$ cat config.mk
export PLATFORM = sky130hd
export DESIGN_NAME = sseg_scan_flat
export DESIGN_NICKNAME = d
export VERILOG_FILES = /design/src/rtl/sseg_scan_pkg.sv /design/src/rtl/sseg_scan_if.sv /design/src/rtl/sseg_tick.sv /design/src/rtl/sseg_scan.sv /design/src/flat_wrapper.sv
export SDC_FILE = /design/constraint.sdc
export NUM_CORES = 1
export LEC_CHECK = 0
export CELL_PAD_IN_SITES_DETAIL_PLACEMENT = 0
export CELL_PAD_IN_SITES_GLOBAL_PLACEMENT = 1
export CORE_MARGIN = 5
export CORE_UTILIZATION = 44
export CTS_BUF_LIST = sky130_fd_sc_hd__clkbuf_4 sky130_fd_sc_hd__clkbuf_8 sky130_fd_sc_hd__clkbuf_16
export CTS_CLUSTER_DIAMETER = 30
export DETAILED_ROUTE_END_ITERATION = 8
export PLACE_DENSITY_LB_ADDON = 0.1
export SKIP_CTS_REPAIR_TIMING = 1
export SLEW_MARGIN = 20
export SYNTH_ARGS = -nofsm -noshare
export SYNTH_HDL_FRONTEND = slang
export SYNTH_SLANG_ARGS = --single-unit
$ cat constraint.sdc
create_clock -name clk -period 2.1 [get_ports clk]
set_input_delay 0.21 -clock clk [delete_from_list [all_inputs] [get_ports clk]]
set_output_delay 0.21 -clock clk [all_outputs]
set_load 0.01 [all_outputs]
$ cat src/rtl/sseg_scan_pkg.sv
// sseg_scan_pkg: shared constants and types for the seven-segment scanner
package sseg_scan_pkg;
  localparam int NUM_DIGITS = 4;
  localparam logic [3:0] AN_OFF = 4'b1111;
  localparam logic [3:0] BLANK_NUM = 4'hF;
  typedef logic [$clog2(NUM_DIGITS)-1:0] dig_t;
  function automatic logic [3:0] anode(input dig_t d);
    return ~(4'b0001 << d);
  endfunction
endpackage

$ cat src/rtl/sseg_scan_if.sv
// sseg_scan_if: host-side value/control inputs and display-side outputs of the scanner
interface sseg_scan_if;
  logic [15:0] value;
  logic        load;
  logic [3:0]  dp_in;
  logic        lzb;
  logic [3:0]  num;
  logic [3:0]  an;
  logic        dp_n;
  logic        frame_done;
  modport master(output value, load, dp_in, lzb, input num, an, dp_n, frame_done);
  modport slave(input value, load, dp_in, lzb, output num, an, dp_n, frame_done);
endinterface

$ cat src/rtl/sseg_tick.sv
// sseg_tick: free-running prescaler, tick high in the last cycle of each CLK_DIV period
module sseg_tick #(
  parameter int CLK_DIV = 50000
) (
  input  logic clk,
  input  logic reset,
  output logic tick
);
  localparam int CW = CLK_DIV > 1 ? $clog2(CLK_DIV) : 1;
  logic [CW-1:0] cnt;
  assign tick = cnt == CW'(CLK_DIV - 1);
  always_ff @(posedge clk or posedge reset)
    if (reset) cnt <= '0;
    else cnt <= tick ? '0 : cnt + CW'(1);
endmodule

$ cat src/rtl/sseg_scan.sv
// sseg_scan: four-digit multiplexed display scanner with tear-free frame updates
// and leading-zero blanking; num feeds an external sseg_driver.
module sseg_scan
  import sseg_scan_pkg::*;
#(
  parameter int CLK_DIV = 50000
) (
  input logic       clk,
  input logic       reset,
  sseg_scan_if.slave bus
);
  logic        tick, wrap, blank, pflag, dp_q, fd_q;
  dig_t        dig;
  logic [15:0] shadow, pend;
  logic [3:0]  an_q, num_q;
  sseg_tick #(.CLK_DIV(CLK_DIV)) u_tick (.clk(clk), .reset(reset), .tick(tick));
  assign wrap = tick && dig == dig_t'(NUM_DIGITS - 1);
  // a digit is blank when it and every more-significant nibble are zero
  assign blank = bus.lzb && dig != '0 && (shadow >> {dig, 2'b00}) == '0;
  always_ff @(posedge clk or posedge reset)
    if (reset) begin
      dig    <= '0;
      shadow <= '0;
      pend   <= '0;
      pflag  <= 1'b0;
    end else begin
      if (tick) dig <= dig + dig_t'(1);
      if (bus.load) pend <= bus.value;
      if (wrap) begin
        shadow <= bus.load ? bus.value : pflag ? pend : shadow;
        pflag  <= 1'b0;
      end else if (bus.load) pflag <= 1'b1;
    end
  always_ff @(posedge clk or posedge reset)
    if (reset) begin
      an_q  <= AN_OFF;
      num_q <= '0;
      dp_q  <= 1'b1;
      fd_q  <= 1'b0;
    end else begin
      an_q  <= blank ? AN_OFF : anode(dig);
      num_q <= blank ? BLANK_NUM : shadow[{dig, 2'b00} +: 4];
      dp_q  <= blank | ~bus.dp_in[dig];
      fd_q  <= wrap;
    end
  assign bus.an         = an_q;
  assign bus.num        = num_q;
  assign bus.dp_n       = dp_q;
  assign bus.frame_done = fd_q;
endmodule

$ cat src/flat_wrapper.sv
// flat-port wrapper written by rule: the top's interface ports become plain ports
module sseg_scan_flat import sseg_scan_pkg::*;
#(
  parameter int CLK_DIV = 50000
)
  (clk, reset, bus_value, bus_load, bus_dp_in, bus_lzb, bus_num, bus_an, bus_dp_n, bus_frame_done);
  sseg_scan_if bus_i ();
  input logic clk;
  input logic reset;
  input wire logic [$bits(bus_i.value)-1:0] bus_value;
  input wire logic [$bits(bus_i.load)-1:0] bus_load;
  input wire logic [$bits(bus_i.dp_in)-1:0] bus_dp_in;
  input wire logic [$bits(bus_i.lzb)-1:0] bus_lzb;
  output wire logic [$bits(bus_i.num)-1:0] bus_num;
  output wire logic [$bits(bus_i.an)-1:0] bus_an;
  output wire logic [$bits(bus_i.dp_n)-1:0] bus_dp_n;
  output wire logic [$bits(bus_i.frame_done)-1:0] bus_frame_done;
  assign bus_i.value = bus_value;
  assign bus_i.load = bus_load;
  assign bus_i.dp_in = bus_dp_in;
  assign bus_i.lzb = bus_lzb;
  assign bus_num = bus_i.num;
  assign bus_an = bus_i.an;
  assign bus_dp_n = bus_i.dp_n;
  assign bus_frame_done = bus_i.frame_done;
  sseg_scan #(.CLK_DIV(CLK_DIV)) u_core (.clk(clk), .reset(reset), .bus(bus_i));
endmodule
Word-level counts from Yosys, hierarchy flattened
Index checks and enable logic that the tools add are counted.

Register bits after elaboration: 61. Bits of input ports: 24. Output and inout port bits: 10. Word-level logic and storage cells: 37.

Add/sub/neg operators: 2. Magnitude comparators: 1. Equality and inequality tests: 2. Shift operators: 3. Mux-type cells: 9. Bitwise gates (word level): 3. Reduce and logical (&&, ||, !) cells: 8.

Operator list (number): $mux 16 (3); $add 16x1->16 const B (1); $eq 16x16->1 const B (1); $logic_not 16->1 (1); $shiftx 16x5->4 (1); $shr 16x4->16 (1); $mux 4 (2); $reduce_bool 2->1 (3); $not 4->4 (1); $shl 1x2->4 const A (1); $logic_and 1x1->1 (3); $lt 2x3->1 const B (1); $mux 1 (3); $add 2x1->2 const B (1); $bmux 1 s2 (1); $eq 2x2->1 const B (1); $reduce_and 2->1 (1); $not 1->1 (1); $or 1x1->1 (1).

Longest topological paths before layout
Depth in word-level cells: 4. Depth in mapped cells: 7. Mapped depth without buffers: 6.

Hierarchy
A second synthesis with hierarchy kept.

Cells, all modules: 190. Area, all modules: 2622.5 um2.

By module, submodules not included: sseg_scan (times used 1, cells each 122, area each 1865.5 um2, seq. area each 1132.3 um2); sseg_tick (times used 1, cells each 68, area each 757.0 um2, seq. area each 400.4 um2).

Worst setup path after synthesis
OpenSTA, ideal clock, no wires.

Kind: reg2reg. From: register u_core.dig[0]. To: register u_core.num_q[3], in the netlist u_core.bus.num[3]. Library setup time: 0.083 ns. Data arrival time: 1.779 ns. Required time: 2.017 ns. Setup slack: 0.238 ns. Stages on the path, launching flop included: 8. Path buffers: 1. Clock period less this slack: 1.862 ns. Path through: dfrtp_1 -> buf_1 -> inv_1 -> ha_1 -> nor2_1 -> o211ai_1 -> a2111o_1 -> o21ai_0.

Longest elaborated chain between the ends: 4. Elaborated cells between the ends (all ways): 7. Classes of those cells: shift: 2; mux: 1; reduce/logical: 4.

RTL lines: start, declared (line sseg_scan.sv:13) `dig_t dig;`; start signal, assigned (line sseg_scan.sv:27) `if (tick) dig <= dig + dig_t'(1);`; $shr 16x4->16 / $reduce_bool 2->1 (equally long branches) (line sseg_scan.sv:19) `assign blank = bus.lzb && dig != '0 && (shadow >> {dig, 2'b00}) == '0;`; $logic_not 16->1 / $logic_and 1x1->1 (equally long branches) (line sseg_scan.sv:19); $logic_and 1x1->1 (line sseg_scan.sv:19); $mux 4 (*) (line sseg_scan.sv:42) `num_q <= blank ? BLANK_NUM : shadow[{dig, 2'b00} +: 4];`; end signal, assigned (line sseg_scan.sv:42); end, declared (line sseg_scan.sv:15) `logic [3:0] an_q, num_q;`.

Mark *: on every way between the ends. The rest lies on a longest branch, timed or not. A chain may end at the register's enable or synchronous reset.

Worst setup path in the final report
From: register u_core.dig[1]. To: register u_core.num_q[3], in the netlist u_core.bus.num[3].

Same word-level chain as after synthesis.

==> results.json <==
{
  "status": "complete, no violations",
  "drc_errors": 0,
  "synth_cells": 197,
  "clock_latency_ns": 0.33,
  "nets": 270,
  "dpl.cell_count": 305,
  "vias": 1644,
  "die_h_um": 87.4,
  "syn_to_final_growth_pct": 25.0,
  "gp_congestion": 0.766,
  "grt_use_total_pct": 14.5,
  "drt-vias-per-instance": 5.12,
  "p_leak_uw": 0.00152,
  "crit_arrival_ns": 2.19,
  "fmax_ghz": 0.509,
  "final.period_utilization_pct": 93.5,
  "cts.sinks": 61,
  "cts_buffer_depth": 2,
  "grt_max_degree": 33,
  "initial_utilization_pct": 44.7,
  "drive_above_1_share_pct": 26.4,
  "min_path_type": "input port to async pin",
  "ant_nets": 0,
  "setup_violations": 0,
  "grt_setup_unrepaired": "false",
  "netlist_area_mm2": 0.00263,
  "ios": 34,
  "ir_drop_uv": 446,
  "grt_pass1_vias": 1740,
  "yosys_warnings": 0,
  "hpwlAfterDp_um": 3700,
  "synth-seq-cells": 61,
  "fin_cells": 321,
  "drv_slew": 0,
  "final_common_cell": "dfrtp_1",
  "r2r_cells": 4,
  "grt_first_pass_wirelength_um": 8460,
  "hold_viol": 0,
  "clk_pin_slew_worst_paths_ns": 0.07,
  "cts_made_buffers": 9,
  "maxCapViolations": 0,
  "synth_nets": 226,
  "tightest_slew_ns": 0.413,
  "final.setup.tns_ns": 0,
  "mostFrequentLayoutCells": "dfrtp_1, clkdlybuf4s50_1, mux2_2, nand2_1, clkbuf_8",
  "drt_first_pass_iters": 4,
  "setup.worst_path.class": "flop to flop",
  "drtIter0Drc": 58,
  "filler_cell_count": 510,
  "endpoint_kind": "flop",
  "io_buffer_count": 33,
  "die_area_mm2": 0.00763,
  "cp_data_required_time_ns": 2.33,
  "coreArea_mm2": 0.00589,
  "diodes": 0,
  "cts_max_level": 3,
  "grt_overflow": 0,
  "p_per_area_mw_per_mm2": 761,
  "ys_seq_area_share_pct": 58.2,
  "synth.avg_cell_area_um2": 13.4,
  "ys_types": 35,
  "totalWireLength_um": 4910,
  "layout_min_cycle_time_ns": 1.96,
  "cts_tree": "yes",
  "antenna_found_initial": 0,
  "start_kind": "flop",
  "skew_ns": 0.00633,
  "slew_headroom_pct": 72.1,
  "rows": 28,
  "path_max_fanout": 8,
  "clk_root_buffer_cell": "clkbuf_8",
  "wire_per_inst_um": 15.3,
  "dieWidth_um": 87.4
}
==> power breakdown <==
group | switching (µW) | total [µW] | internal, µW
sequential | 7.01 | 1210 | 1210
clock | 424 | 1170 | 742
combinational | 53.0 | 126 | 73.5
total | 484 | 2510 | 2020
==> critical path: stages (launching register included) <==
cell and delay [ns]:
dfrtp_1 0.53, mux4_2 0.57, or2_1 0.22, a2111o_1 0.41, o21ai_0 0.15
==> sequential cells by signal, summed over array words and instances (netlist names) <==
register / flops
u_core.bus.dp_n: 1
u_core.bus.frame_done: 1
u_core.bus.num: 4
u_core.u_tick.cnt: 16
u_core.shadow: 16
u_core.dig: 2
u_core.pflag: 1
u_core.pend: 16
u_core.bus.an: 4
==> area by class of cell <==
class / count / area [µm²] / share of cell area (%)
Tap cell: 75 / 93.8 / 2.85
Clock buffer: 12 / 159 / 4.83
Inverter: 6 / 22.5 / 0.684
Clock inverter: 4 / 70.1 / 2.13
Timing Repair Buffer: 39 / 375 / 11.4
Multi-Input combinational cell: 124 / 1040 / 31.6
Sequential cell: 61 / 1530 / 46.5
==> metrics by stage <==
stage               area [µm²]  hold WS [ns]  worst slack, ns  total power [µW]  utilization (%)
floorplan                 2630         0.375            0.238              1300                -
global placement          3060         0.459            0.181              1360             52.1
detailed placement        3060         0.487            0.142              1370             52.1
CTS                       3290         0.281            0.128              2540             56.0
global route              3290         0.309           0.0126              2610             56.0
finish                    3290         0.277            0.136              2510             56.0
==> logic make-up (layout without fill, tap and decap cells) <==
logic type / count (synthesis) / in the layout / synth area share (%)
AOI/OAI and AO/OA: 16 / 16 / 3.99
xor gates and xnor gates: 11 / 11 / 3.66
adders and majority gates: 5 / 5 / 2.38
buffers and inverters: 12 / 61 / 2.33
DFF: 61 / 61 / 58.2
muxes: 36 / 36 / 17.1
and+or+nand+nor: 56 / 56 / 12.4
==> routing by layer <==
layer	GRT usage, %	routed length [µm]	vias to the layer above
li1	-	-	789
met1	20.0	2320	814
met2	20.8	2240	34
met3	3.69	260	7
met4	7.95	94	0
met5	0	0	-
==> cell usage after synthesis <==
cell | n | area, µm²
nand2_1 | 12 | 45.0
or3_1 | 4 | 25.0
nor4b_1 | 2 | 17.5
inv_1 | 6 | 22.5
nand3b_4 | 1 | 20.0
nor2_1 | 10 | 37.5
o41ai_1 | 1 | 8.76
nor4_1 | 4 | 25.0
or3b_1 | 1 | 8.76
and4_1 | 4 | 35.0
nor3_1 | 2 | 10.0
or2_1 | 1 | 6.26
nand3_1 | 5 | 25.0
ha_1 | 5 | 62.6
a31oi_1 | 1 | 6.26
xnor2_1 | 5 | 43.8
buf_6 | 2 | 22.5
a2111o_1 | 1 | 11.3
a21oi_1 | 3 | 15.0
xor2_1 | 6 | 52.6
a2bb2oi_1 | 1 | 8.76
nand2b_1 | 3 | 18.8
dfrtp_1 | 56 | 1400
buf_2 | 1 | 5.00
clkbuf_1 | 1 | 3.75
buf_1 | 2 | 7.51
nor2b_1 | 4 | 25.0
nor4bb_1 | 2 | 20.0
dfstp_2 | 5 | 131
mux4_2 | 4 | 90.1
o211ai_1 | 2 | 15.0
o21ai_0 | 5 | 25.0
mux2_2 | 32 | 360
a211oi_1 | 2 | 15.0
and3_1 | 1 | 6.26
==> path summary, 6_finish.rpt <==
kind                               start           endpoint  slack, ns
hold / removal                     reset   u_core.shadow[7]       0.28
setup / recovery           u_core.dig[1]  u_core.bus.num[3]       0.14
max in group asynchronous          reset   u_core.bus.an[2]       1.49
hold reg to reg             u_core.pflag       u_core.pflag       0.50
setup reg to reg           u_core.dig[1]  u_core.bus.num[3]       0.14
min in group clk            u_core.pflag       u_core.pflag       0.50
Note: power is estimated with default switching activity, not from simulation.
